===== src/rtl/ram_resp_adapter.sv =====
// Valid/ready channel front-end for a 1R1W RAM with 1-cycle read latency.
// Optional RAM_RESP_ADAPTER_RD_MASK_ZERO_EN zeroes read partitions whose mask bit was clear.
module ram_resp_adapter #(
    parameter int DATA_WIDTH     = 64,
    parameter int SIZE           = 1024,
    parameter int ADDR_WIDTH     = $clog2(SIZE),
    parameter int NUM_PARTITIONS = 64
) (
    input  logic                                           clk,
    input  logic                                           rst,
    input  logic [ADDR_WIDTH+NUM_PARTITIONS-1:0]           rd_req_r_data,
    input  logic                                           rd_req_r_vld,
    output logic                                           rd_req_r_rdy,
    output logic [DATA_WIDTH-1:0]                          rd_resp_s_data,
    output logic                                           rd_resp_s_vld,
    input  logic                                           rd_resp_s_rdy,
    input  logic [ADDR_WIDTH+DATA_WIDTH+NUM_PARTITIONS-1:0] wr_req_r_data,
    input  logic                                           wr_req_r_vld,
    output logic                                           wr_req_r_rdy,
    output logic                                           wr_resp_s_vld,
    input  logic                                           wr_resp_s_rdy,
    output logic [ADDR_WIDTH-1:0]                          ram_rd_addr,
    output logic [NUM_PARTITIONS-1:0]                      ram_rd_mask,
    output logic                                           ram_rd_en,
    input  logic [DATA_WIDTH-1:0]                          ram_rd_data,
    output logic [ADDR_WIDTH-1:0]                          ram_wr_addr,
    output logic [DATA_WIDTH-1:0]                          ram_wr_data,
    output logic [NUM_PARTITIONS-1:0]                      ram_wr_mask,
    output logic                                           ram_wr_en
);

    localparam int PW       = DATA_WIDTH / NUM_PARTITIONS;
    localparam int RD_DEPTH = 3;

    logic [ADDR_WIDTH-1:0]     rd_addr;
    logic [NUM_PARTITIONS-1:0] rd_mask;
    logic [ADDR_WIDTH-1:0]     wr_addr;
    logic [DATA_WIDTH-1:0]     wr_data;
    logic [NUM_PARTITIONS-1:0] wr_mask;

    assign rd_addr = rd_req_r_data[ADDR_WIDTH+NUM_PARTITIONS-1:NUM_PARTITIONS];
    assign rd_mask = rd_req_r_data[NUM_PARTITIONS-1:0];
    assign wr_addr = wr_req_r_data[ADDR_WIDTH+DATA_WIDTH+NUM_PARTITIONS-1:DATA_WIDTH+NUM_PARTITIONS];
    assign wr_data = wr_req_r_data[DATA_WIDTH+NUM_PARTITIONS-1:NUM_PARTITIONS];
    assign wr_mask = wr_req_r_data[NUM_PARTITIONS-1:0];

    logic                  inflight_q, inflight_d;
    logic [1:0]            rd_cnt_q, rd_cnt_d;
    logic [1:0]            rd_head_q, rd_head_d;
    logic [1:0]            rd_tail_q, rd_tail_d;
    logic [1:0]            wr_cnt_q, wr_cnt_d;
    logic [DATA_WIDTH-1:0] fifo_q [RD_DEPTH];
    logic [DATA_WIDTH-1:0] fifo_d [RD_DEPTH];
    logic [DATA_WIDTH-1:0] push_data;
    logic                  rd_hs, rd_pop, wr_hs, wr_ack;

    function automatic logic [1:0] ptr_inc(input logic [1:0] p);
        return (p == 2'(RD_DEPTH - 1)) ? 2'd0 : p + 2'd1;
    endfunction

    // Count the in-flight read as occupied so its data always has a slot at push time.
    assign rd_req_r_rdy   = rst && (({1'b0, rd_cnt_q} + {2'b00, inflight_q}) < 3'(RD_DEPTH));
    assign rd_hs          = rd_req_r_vld && rd_req_r_rdy;
    assign rd_resp_s_vld  = rst && (rd_cnt_q != 2'd0);
    assign rd_pop         = rd_resp_s_vld && rd_resp_s_rdy;
    assign rd_resp_s_data = rst ? fifo_q[rd_head_q] : '0;

    assign wr_req_r_rdy   = rst && (wr_cnt_q != 2'd3);
    assign wr_hs          = wr_req_r_vld && wr_req_r_rdy;
    assign wr_resp_s_vld  = rst && (wr_cnt_q != 2'd0);
    assign wr_ack         = wr_resp_s_vld && wr_resp_s_rdy;

    assign ram_rd_en   = rd_hs;
    assign ram_rd_addr = rst ? rd_addr : '0;
    assign ram_rd_mask = rst ? rd_mask : '0;
    assign ram_wr_en   = wr_hs;
    assign ram_wr_addr = rst ? wr_addr : '0;
    assign ram_wr_data = rst ? wr_data : '0;
    assign ram_wr_mask = rst ? wr_mask : '0;

`ifdef RAM_RESP_ADAPTER_RD_MASK_ZERO_EN
    logic [NUM_PARTITIONS-1:0] rd_mask_q, rd_mask_d;
    logic [DATA_WIDTH-1:0]     keep_bits;

    for (genvar p = 0; p < NUM_PARTITIONS; p++) begin : g_keep
        assign keep_bits[p*PW +: PW] = {PW{rd_mask_q[p]}};
    end

    always_comb begin
        rd_mask_d = rd_mask_q;
        if (rd_hs) rd_mask_d = rd_mask;
    end

    always_ff @(posedge clk) begin
        if (!rst) rd_mask_q <= '0;
        else      rd_mask_q <= rd_mask_d;
    end

    assign push_data = ram_rd_data & keep_bits;
`else
    assign push_data = ram_rd_data;
`endif

    always_comb begin
        inflight_d = rd_hs;
        rd_head_d  = rd_head_q;
        rd_tail_d  = rd_tail_q;
        rd_cnt_d   = rd_cnt_q;
        fifo_d     = fifo_q;
        if (inflight_q) begin
            fifo_d[rd_tail_q] = push_data;
            rd_tail_d         = ptr_inc(rd_tail_q);
        end
        if (rd_pop) rd_head_d = ptr_inc(rd_head_q);
        case ({inflight_q, rd_pop})
            2'b10:   rd_cnt_d = rd_cnt_q + 2'd1;
            2'b01:   rd_cnt_d = rd_cnt_q - 2'd1;
            default: rd_cnt_d = rd_cnt_q;
        endcase
    end

    always_comb begin
        case ({wr_hs, wr_ack})
            2'b10:   wr_cnt_d = wr_cnt_q + 2'd1;
            2'b01:   wr_cnt_d = wr_cnt_q - 2'd1;
            default: wr_cnt_d = wr_cnt_q;
        endcase
    end

    always_ff @(posedge clk) begin
        if (!rst) begin
            inflight_q <= 1'b0;
            rd_cnt_q   <= '0;
            rd_head_q  <= '0;
            rd_tail_q  <= '0;
            wr_cnt_q   <= '0;
        end else begin
            inflight_q <= inflight_d;
            rd_cnt_q   <= rd_cnt_d;
            rd_head_q  <= rd_head_d;
            rd_tail_q  <= rd_tail_d;
            wr_cnt_q   <= wr_cnt_d;
        end
    end

    // Storage needs no reset: entries are only observable once counted.
    always_ff @(posedge clk) begin
        fifo_q <= fifo_d;
    end

endmodule


===== config.mk =====
export PLATFORM = sky130hd
export DESIGN_NAME = ram_resp_adapter
export DESIGN_NICKNAME = d
export VERILOG_FILES = /design/src/rtl/ram_resp_adapter.sv
export SDC_FILE = /design/constraint.sdc
export NUM_CORES = 1
export LEC_CHECK = 0
export CAP_MARGIN = 20
export CORE_AREA = 2 2 222 224
export CTS_CLUSTER_DIAMETER = 120
export CTS_CLUSTER_SIZE = 40
export DETAILED_ROUTE_END_ITERATION = 7
export DIE_AREA = 0 0 224 226
export PLACE_DENSITY = 0.56
export SETUP_SLACK_MARGIN = 0.05
export SKIP_LAST_GASP = 1
export SYNTH_ARGS = -nofsm -noshare
export SYNTH_HDL_FRONTEND = slang
export SYNTH_SLANG_ARGS = --single-unit

===== constraint.sdc =====
create_clock -name clk -period 8.3 [get_ports clk]
set_clock_uncertainty 0.2 [all_clocks]
set_input_delay 1.245 -clock clk [delete_from_list [all_inputs] [get_ports clk]]
set_output_delay 1.245 -clock clk [all_outputs]
set_load 0.005 [all_outputs]

==> results of run 1 <==
how the worst max path moves through the flow:
stage / slack (ns) / to
finish: 3.05 / ram_rd_en
global placement: 3.04 / ram_rd_en
detailed placement: 3.00 / ram_rd_en
floorplan: 2.38 / fifo_q[128]
CTS: 2.99 / ram_rd_en
global route: 2.76 / ram_rd_en
report_power, final:
group	total, µW	leakage [µW]	internal, µW	switching, µW
sequential	1160	0.00182	1140	15.7
combinational	553	0.00334	339	214
clock	506	0.000124	206	299
total	2220	0.00528	1690	529
stage by stage:
step,hold WS [ns],setup slack [ns],power (µW),util [%],cell area [µm²]
4_1_cts,0.323,2.99,2250,33.0,16000
5_1_grt,0.375,2.76,2310,33.0,16000
2_1_floorplan,0.272,2.38,1370,-,9450
6_report,0.319,3.05,2220,33.1,16000
3_3_place_gp,0.287,3.04,1730,32.4,15700
3_5_place_dp,0.302,3.00,1740,32.5,15700
per-layer routing:
metal,GRT usage (%),wire (µm)
met5,0,28
met3,3.98,3210
met2,31.7,24400
met1,23.5,20800
met4,3.10,820
tightest hold or removal path: cells and delay by family (launching register included):
kind           cells  cell delay (ns)
flip-flops         1             0.36
AO/OA/AOI/OAI      2             0.13
placed cells by master (no fill, tap or decap), drive strengths merged, types with 10 or more instances in the layout:
| cell type | netlist | final |
|---|---|---|
| nand2 | 68 | 68 |
| diode | 0 | 10 |
| clkbuf | 33 | 10 |
| edfxtp | 192 | 192 |
| and2 | 217 | 217 |
| buf | 20 | 12 |
| a21oi | 70 | 70 |
| mux2i | 64 | 64 |
| or2 | 64 | 64 |
| clkdlybuf4s50 | 0 | 562 |
cell families (layout without fill, tap and decap cells):
kind of cell | count (synthesis) | count (layout)
and+or+nand+nor | 365 | 365
DFF | 201 | 201
AOI/OAI and AO/OA | 75 | 75
muxes | 64 | 64
buffers and inverters | 55 | 587
adders and majority gates | 4 | 4
xor gates and xnor gates | 4 | 4
other | 0 | 10
flip-flops by register name, summed over array words and instances, names as in the netlist:
register    count
rd_head_q       2
rd_tail_q       2
rd_cnt_q        2
wr_cnt_q        2
fifo_q        192
inflight_q      1
final cells by class:
type                            count  area (µm²)  share of cell area [%]
Antenna cell                       10        25.0                   0.157
Clock buffer                       10         229                    1.43
Clock inverter                      1        30.0                   0.188
Inverter                            2        7.51                  0.0470
Multi-Input combinational cell    512        3230                    20.2
Sequential cell                   201        5950                    37.2
Tap cell                          622         778                    4.87
Timing Repair Buffer              574        5740                    35.9
==> key figures, run 1 <==
Final layout
  – Fraction of layout cells with a size suffix above 1: 5.08%
  – Cell Count, Final, Fillers Out: 1932
  – NumNets Final: 1586
  – Synth-to-layout area growth: 69.1%
  – # fillers: 4935

Global routing
  – Largest net degree at the start of global routing: 116
  – Vias in the first global route: 7882
  – Global route overflow: 0
  – Total Routing Usage GR: 18.3%
  – Initial antenna violation count: 15
  – First-pass GRT wire length: 64.3 mm

Outcome
  – Outcome: finished clean

Setup path
  – Worst r2r src: rd_tail_q[0]
  – CP dominant cell by count: buf_4
  – CP top delay family: buffers and inverters
  – Reg2reg end: fifo_q[82]
  – Crit Path Max Fanout: 100
  – Critical path buffer and inverter count: 4
  – CP peak stage delay: 0.57 ns
  – R2r setup slk: 5.83 ns
  – Crit start category: input port
  – CP Launch Point: rst
  – Crit-path slowest cell: buf_4
  – Reg2Reg Depth: 3
  – Crit path depth: 6
  – WP data required: 6.86 ns
  – Setup crit end kind: output port
  – Critical Path, Cell by Cell: buf_4, inv_2, buf_4, a211oi_1, and2_1, clkdlybuf4s50_1
  – Worst endpoint data arrival time: 3.81 ns
  – Critical setup path kind: input port to output port

Synth
  – Area leader, netlist: edfxtp_1
  – Syn_nets: 1054
  – Sequential-to-total area share from yosys stat: 62.9%
  – Synth top area share: 61.0%
  – Largest family of logic cells by synthesized area: simple AND/OR/NAND/NOR gates
  – Post-synthesis cell type count: 26
  – XOR/XNOR Fraction of Synth Area: 0.371%
  – Cells after Synth: 768
  – Mux cell area share after synthesis: 6.78%
  – Async S/R FF share, synth: 0%
  – Synthesis Warnings: 0
  – Post-synth top cells: 217 x and2_1, 192 x edfxtp_1, 70 x a21oi_1
  – Post-synthesis adder-cell area fraction: 0.530%
  – Post-synthesis simple-gate area fraction: 22.2%
  – Cell Area, Synth: 9450 µm²
  – Post-synth EDFFs: 192
  – Synth area leaders: edfxtp_1 61%, and2_1 14%, mux2i_1 6.8%
  – Post-synthesis compound-gate area fraction: 4.02%
  – Most numerous cell in the Yosys netlist: and2_1
  – Post-synthesis register bit count: 201
  – Syn avg cell area: 12.3 µm²
  – Top FF cell, synth: edfxtp_1

Floorplanning
  – Chip width: 224 µm
  – Initial core utilization: 19.6%
  – CORE AREA: 48300 µm²
  – DIE HEIGHT: 226 µm
  – I/O pin cnt: 564
  – Cell Rows: 81
  – Die area: 50600 µm²

Worst hold path
  – Worst Hold Path EP: wr_cnt_q[1]
  – Worst hold stages: 2
  – Hold_sp: wr_cnt_q[1]
  – HP Class: flip-flop to flip-flop

STA
  – Period utilization: 63.3%
  – Final setup fails: 0
  – Fin Setup TNS: 0 ns
  – Worst-margin pin slew: 1.04 ns
  – Max Slew Vio Count: 0
  – RSZ-0062 raised after global routing: no
  – Tmin final: 5.25 ns
  – Max_slew headroom: 30.9%
  – Fmax achieved: 190 MHz
  – Final Hold Violating Endpoints: 0

CTS
  – Post-CTS Setup Repair Bufs: 0
  – Post-CTS Resized: 0
  – CTS tree: built
  – H-tree depth: 1
  – Skew-Pair Late Insertion Delay: 0.48 ns
  – Clock buffer depth: 3
  – CTS clk-pin slew, worst paths: 0.14 ns
  – Cts hold-fix bufs: 0
  – Num CTS Buffers: 9
  – Root Buffer: clkbuf_16
  – Clock Sinks: 201

Place
  – Port bufs: 563
  – Placed Cells incl. Taps: 1911
  – HPWL after detailed placement: 40.2 mm
  – Routability cong.: 0.991

Route
  – Total routed wirelength: 49.3 mm
  – DR DRC count: 0
  – Drt first pass iters: 5
  – Via count: 7962
  – Routed wire per std cell: 25.5 µm
  – Iteration-0 DRC Markers: 431
  – Post-DRT Antenna Nets: 0
  – Vias per cell: 4.12

Power and ir drop
  – Maximum vdd drop: 0.000143 V
  – Cell Pwr Density: 139 nW/µm²
  – Leak: 0.00528 µW

Job
  – Total of max-cap violations: 0
No activity file was read; power rests on OpenSTA's default activity.
==> run 2: changes to the inputs <==
==> constraint.sdc (replaced) <==
create_clock -name clk -period 5.4 [get_ports clk]
set_clock_uncertainty 0.2 [all_clocks]
set_input_delay 0.81 -clock clk [delete_from_list [all_inputs] [get_ports clk]]
set_output_delay 0.81 -clock clk [all_outputs]
set_load 0.005 [all_outputs]
==> run 2 against run 1 <==
- cell count is 0.31% lower
- sequential power rose by 54%
- count of clock-buffer cells in the layout shrank 1
- design area down 0.11%
- die area did not move
- flip-flop and latch count stayed put
- core utilization hardly changed
- critical path depth decreased by 1
- worst setup slack got worse by 1.9 ns
- combinational power increased by 50%
- critical endpoint is now rd_resp_s_data[2]
==> key figures, run 2 (synthesized netlist as in run 1, its figures left out) <==
Global routing
  – Initial antenna violation count: 15
  – Vias in the first global route: 7801
  – Global route overflow: 0
  – First-pass GRT wire length: 63.6 mm
  – Largest net degree at the start of global routing: 214
  – Total Routing Usage GR: 18.0%

Worst hold path
  – Worst Hold Path EP: wr_cnt_q[1]
  – Worst hold stages: 2
  – HP Class: flip-flop to flip-flop
  – Hold_sp: wr_cnt_q[1]

Final layout
  – Largest Register: fifo_q
  – Most common cell after layout, fill and taps aside: clkdlybuf4s50_1
  – Synth-to-layout area growth: 68.9%
  – Cell Count, Final, Fillers Out: 1926
  – Fraction of layout cells with a size suffix above 1: 4.93%
  – Most frequent cells in the layout: 562 x clkdlybuf4s50_1, 217 x and2_1, 192 x edfxtp_1
  – Max reg flops: 192
  – NumNets Final: 1583

Place
  – Port bufs: 563
  – Placed Cells incl. Taps: 1908
  – HPWL after detailed placement: 39.7 mm
  – Place WS: 1.59 ns
  – Routability cong.: 0.973

Floorplanning
  – Cell Rows: 81
  – Die area: 50600 µm²
  – I/O pin cnt: 564
  – Initial core utilization: 19.6%
  – CORE AREA: 48300 µm²
  – Chip width: 224 µm
  – DIE HEIGHT: 226 µm

STA
  – Post-route worst setup slack: 1.18 ns
  – Tmin final: 4.22 ns
  – Max Slew Vio Count: 0
  – Period utilization: 78.2%
  – Final setup fails: 0
  – Fin Setup TNS: 0 ns
  – Worst-margin pin slew: 1.04 ns
  – Fmax achieved: 237 MHz
  – Max_slew headroom: 30.4%
  – Final Hold Violating Endpoints: 0
  – RSZ-0062 raised after global routing: no

Setup path
  – Critical setup path kind: flip-flop to output port
  – Critical path buffer and inverter count: 2
  – Worst endpoint data arrival time: 3.21 ns
  – Crit-path slowest cell: nor2b_4
  – Critical Path, Cell by Cell: nor2b_4, buf_4, nand2_1, a21oi_1, clkdlybuf4s50_1
  – Crit start category: flip-flop
  – CP top delay family: buffers and inverters
  – CP peak stage delay: 0.68 ns
  – WP data required: 4.39 ns
  – Reg2reg end: fifo_q[106]
  – Worst r2r src: rd_tail_q[0]
  – Setup crit end kind: output port
  – Reg2Reg Depth: 3
  – R2r setup slk: 2.80 ns
  – Crit Path Max Fanout: 38

CTS
  – Clock Sinks: 201
  – Post-CTS Setup Repair Bufs: 0
  – Clock buffer depth: 3
  – Skew-Pair Late Insertion Delay: 0.47 ns
  – CTS tree: built
  – Post-CTS Resized: 0
  – H-tree depth: 1
  – CTS clk-pin slew, worst paths: 0.13 ns
  – Cts hold-fix bufs: 0
  – Num CTS Buffers: 9
  – Root Buffer: clkbuf_16

Outcome
  – Outcome: finished clean

Route
  – Via count: 7825
  – Iteration-0 DRC Markers: 313
  – Routed wire per std cell: 24.9 µm
  – Vias per cell: 4.06
  – DR DRC count: 0
  – Total routed wirelength: 48.0 mm
  – Drt first pass iters: 4
  – Post-DRT Antenna Nets: 0

Power and ir drop
  – Power Total: 3420 µW
  – Leak: 0.00527 µW
  – Cell Pwr Density: 214 nW/µm²
  – Maximum vdd drop: 0.000203 V

Job
  – Total of max-cap violations: 0
## run 2: worst max-delay path by stage
stage | cells after the start | slack [ns] | end | start
after floorplan | 2 | 1.55 | fifo_q[100] | rd_tail_q[0]
after global placement | 5 | 1.58 | rd_resp_s_data[2] | rd_head_q[0]
after detailed placement | 5 | 1.59 | rd_resp_s_data[24] | rst
after CTS | 5 | 1.08 | rd_resp_s_data[2] | rd_head_q[0]
after global routing | 5 | 0.93 | rd_resp_s_data[48] | rd_head_q[0]
final | 5 | 1.18 | rd_resp_s_data[2] | rd_head_q[0]
## run 2: cell type report
cell class,instances,area (µm²)
Fill cell,4897,32400
Sequential cell,201,5950
Timing Repair Buffer,571,5710
Multi-Input combinational cell,512,3240
Tap cell,622,778
Clock buffer,9,225
Clock inverter,2,41.3
Antenna cell,7,17.5
Inverter,2,7.51
## run 2: routing by layer
layer  share of wire [%]  routed length (µm)  GRT usage, %
met1                  42               20200          22.7
met3                 6.5                3130          4.35
met2                  50               24000          31.9
met4                 1.5                 708          2.19
met5               0.056                  27             0
## run 2: worst min-delay path, cell delays in order, from the launching register on
cell     delay, ns
dfxtp_1       0.36
o21ai_0       0.09
a21oi_1       0.06
## run 2: per-stage QoR
step / hold WS (ns) / util [%] / area (µm²)
2_1_floorplan: 0.272 / - / 9460
3_3_place_gp: 0.286 / 32.4 / 15700
3_5_place_dp: 0.314 / 32.4 / 15700
4_1_cts: 0.335 / 33.0 / 16000
5_1_grt: 0.383 / 33.0 / 16000
6_report: 0.336 / 33.0 / 16000
## run 2: power breakdown
group / internal, µW / switching, µW / total (µW)
combinational: 519 / 312 / 831
sequential: 1760 / 31.8 / 1790
clock: 321 / 480 / 800
==> run 3: changes to the inputs <==
--- a/config.mk
+++ b/config.mk
@@ -11,7 +11,7 @@
 export CTS_CLUSTER_SIZE = 40
 export DETAILED_ROUTE_END_ITERATION = 7
 export DIE_AREA = 0 0 224 226
-export PLACE_DENSITY = 0.56
+export PLACE_DENSITY = 0.57
 export SETUP_SLACK_MARGIN = 0.05
 export SKIP_LAST_GASP = 1
 export SYNTH_ARGS = -nofsm -noshare
==> constraint.sdc (replaced) <==
create_clock -name clk -period 3.5 [get_ports clk]
set_clock_uncertainty 0.2 [all_clocks]
set_input_delay 0.525 -clock clk [delete_from_list [all_inputs] [get_ports clk]]
set_output_delay 0.525 -clock clk [all_outputs]
set_load 0.005 [all_outputs]
==> run 3 against run 2 <==
- via count is 3.2% higher
- core utilization rose by 0.44 points
- worst hold slack lost 0.025 ns
==> key figures, run 3 (synthesized netlist as in run 1, its figures left out) <==
Outcome
  – Outcome: finished clean

CTS
  – CTS clk-pin slew, worst paths: 0.12 ns
  – Root Buffer: clkbuf_16
  – Num CTS Buffers: 9
  – Skew-Pair Late Insertion Delay: 0.46 ns
  – CTS tree: built
  – Clock Sinks: 201
  – Cts hold-fix bufs: 0
  – H-tree depth: 1
  – Clock buffer depth: 3

Setup path
  – WP data required: 2.77 ns
  – Critical setup path kind: flip-flop to output port
  – Worst endpoint data arrival time: 2.54 ns
  – Setup crit end kind: output port
  – Crit Path Max Fanout: 18
  – Crit start category: flip-flop

Worst hold path
  – HP Class: flip-flop to flip-flop

Floorplanning
  – I/O pin cnt: 564
  – Chip width: 224 µm
  – CORE AREA: 48300 µm²
  – Die area: 50600 µm²
  – DIE HEIGHT: 226 µm
  – Initial core utilization: 19.6%
  – Cell Rows: 81

Route
  – Total routed wirelength: 48.1 mm
  – Iteration-0 DRC Markers: 439
  – Drt first pass iters: 5
  – DR DRC count: 0
  – Vias per cell: 4.17
  – Post-DRT Antenna Nets: 0
  – Routed wire per std cell: 24.8 µm
  – Via count: 8079

Global routing
  – Total Routing Usage GR: 18.0%
  – Initial antenna violation count: 18
  – Gr busiest metal: met2
  – M3 GR Usage: 4.93%
  – Largest net degree at the start of global routing: 82
  – Met2 Resource Use GR: 31.5%
  – Met1 usage in global routing: 22.3%
  – Global route overflow: 0
  – Vias in the first global route: 8005
  – First-pass GRT wire length: 63.7 mm

STA
  – Tmin final: 3.27 ns
  – Final Hold Violating Endpoints: 0
  – Fin Setup TNS: 0 ns
  – Period utilization: 93.4%
  – Max_slew headroom: 51.5%
  – RSZ-0062 raised after global routing: no
  – Final setup fails: 0
  – Max Slew Vio Count: 0
  – Min Hold Slack: 0.312 ns
  – Fmax achieved: 306 MHz
  – Worst-margin pin slew: 0.728 ns

Final layout
  – Synth-to-layout area growth: 71.2%
  – Most frequent cells in the layout: 562 x clkdlybuf4s50_1, 217 x and2_1, 192 x edfxtp_1
  – Fraction of layout cells with a size suffix above 1: 6.02%
  – Largest Register: fifo_q
  – NumNets Final: 1598
  – Max reg flops: 192
  – Most common cell after layout, fill and taps aside: clkdlybuf4s50_1

Power and ir drop
  – Cell Pwr Density: 329 nW/µm²
  – Maximum vdd drop: 0.000370 V
  – Leak: 0.00539 µW

Place
  – Routability cong.: 0.941
  – HPWL after detailed placement: 40.0 mm
  – Port bufs: 563

Job
  – Total of max-cap violations: 0
[run 3: cell types whose count changed in the layout (fill, tap and decap cells not counted), sizes merged]
cell | before | now
buf | 9 | 24
clkinv | 1 | 0
diode | 7 | 4
inv | 3 | 4
[run 3: what timing repair did]
action	CTS	global route
endpoints found under the hold margin	0	0
setup buffers	1	4
endpoints found under the setup margin	16	2
gates resized for setup	0	0
[run 3: power breakdown]
part / leakage (µW) / switching [µW] / total [µW] / internal [µW]
sequential: 0.00182 / 38.9 / 2750 / 2710
combinational: 0.00343 / 509 / 1330 / 823
clock: 0.000131 / 741 / 1240 / 501
total: 0.00539 / 1290 / 5320 / 4040
[run 3: layer usage]
metal,vias up,wire (µm)
li1,3695,-
met1,3988,19800
met2,328,24000
met3,52,3440
met4,16,779
met5,-,101
[run 3: metrics by stage]
| stage | utilization, % | setup WS [ns] | std cells | area (µm²) | total power, µW |
|---|---|---|---|---|---|
| floorplan | - | -0.0879 | 768 | 9470 | 3240 |
| detailed placement | 32.8 | 0.526 | 1918 | 15800 | 4140 |
| global placement | 32.8 | 0.497 | 1918 | 15800 | 4120 |
| global route | 33.5 | 0.0840 | 1937 | 16200 | 5540 |
| CTS | 33.4 | 0.0959 | 1930 | 16100 | 5390 |
| finish | 33.5 | 0.233 | 1938 | 16200 | 5320 |
[run 3: final timing paths]
path | from | to | slack (ns) | cells after the start
min | wr_cnt_q[1] | wr_cnt_q[1] | 0.31 | 2
min reg2reg | wr_cnt_q[1] | wr_cnt_q[1] | 0.31 | 2
max reg2reg | inflight_q | fifo_q[46] | 1.54 | 3
max | rd_head_q[0] | rd_resp_s_data[4] | 0.23 | 5
[run 3: critical path: stages, from the launching register on]
cell	delay, ns
dfxtp_4	0.61
buf_4	0.37
mux2i_1	0.11
or2_2	0.27
a21oi_1	0.17
clkdlybuf4s50_1	0.53
[run 3: cell type report]
class | count | area, µm²
Clock inverter | 2 | 40.0
Multi-Input combinational cell | 512 | 3240
Antenna cell | 4 | 10.0
Sequential cell | 201 | 5950
Inverter | 2 | 7.51
Timing Repair Buffer | 586 | 5930
Clock buffer | 9 | 225
Fill cell | 4825 | 32200
Tap cell | 622 | 778
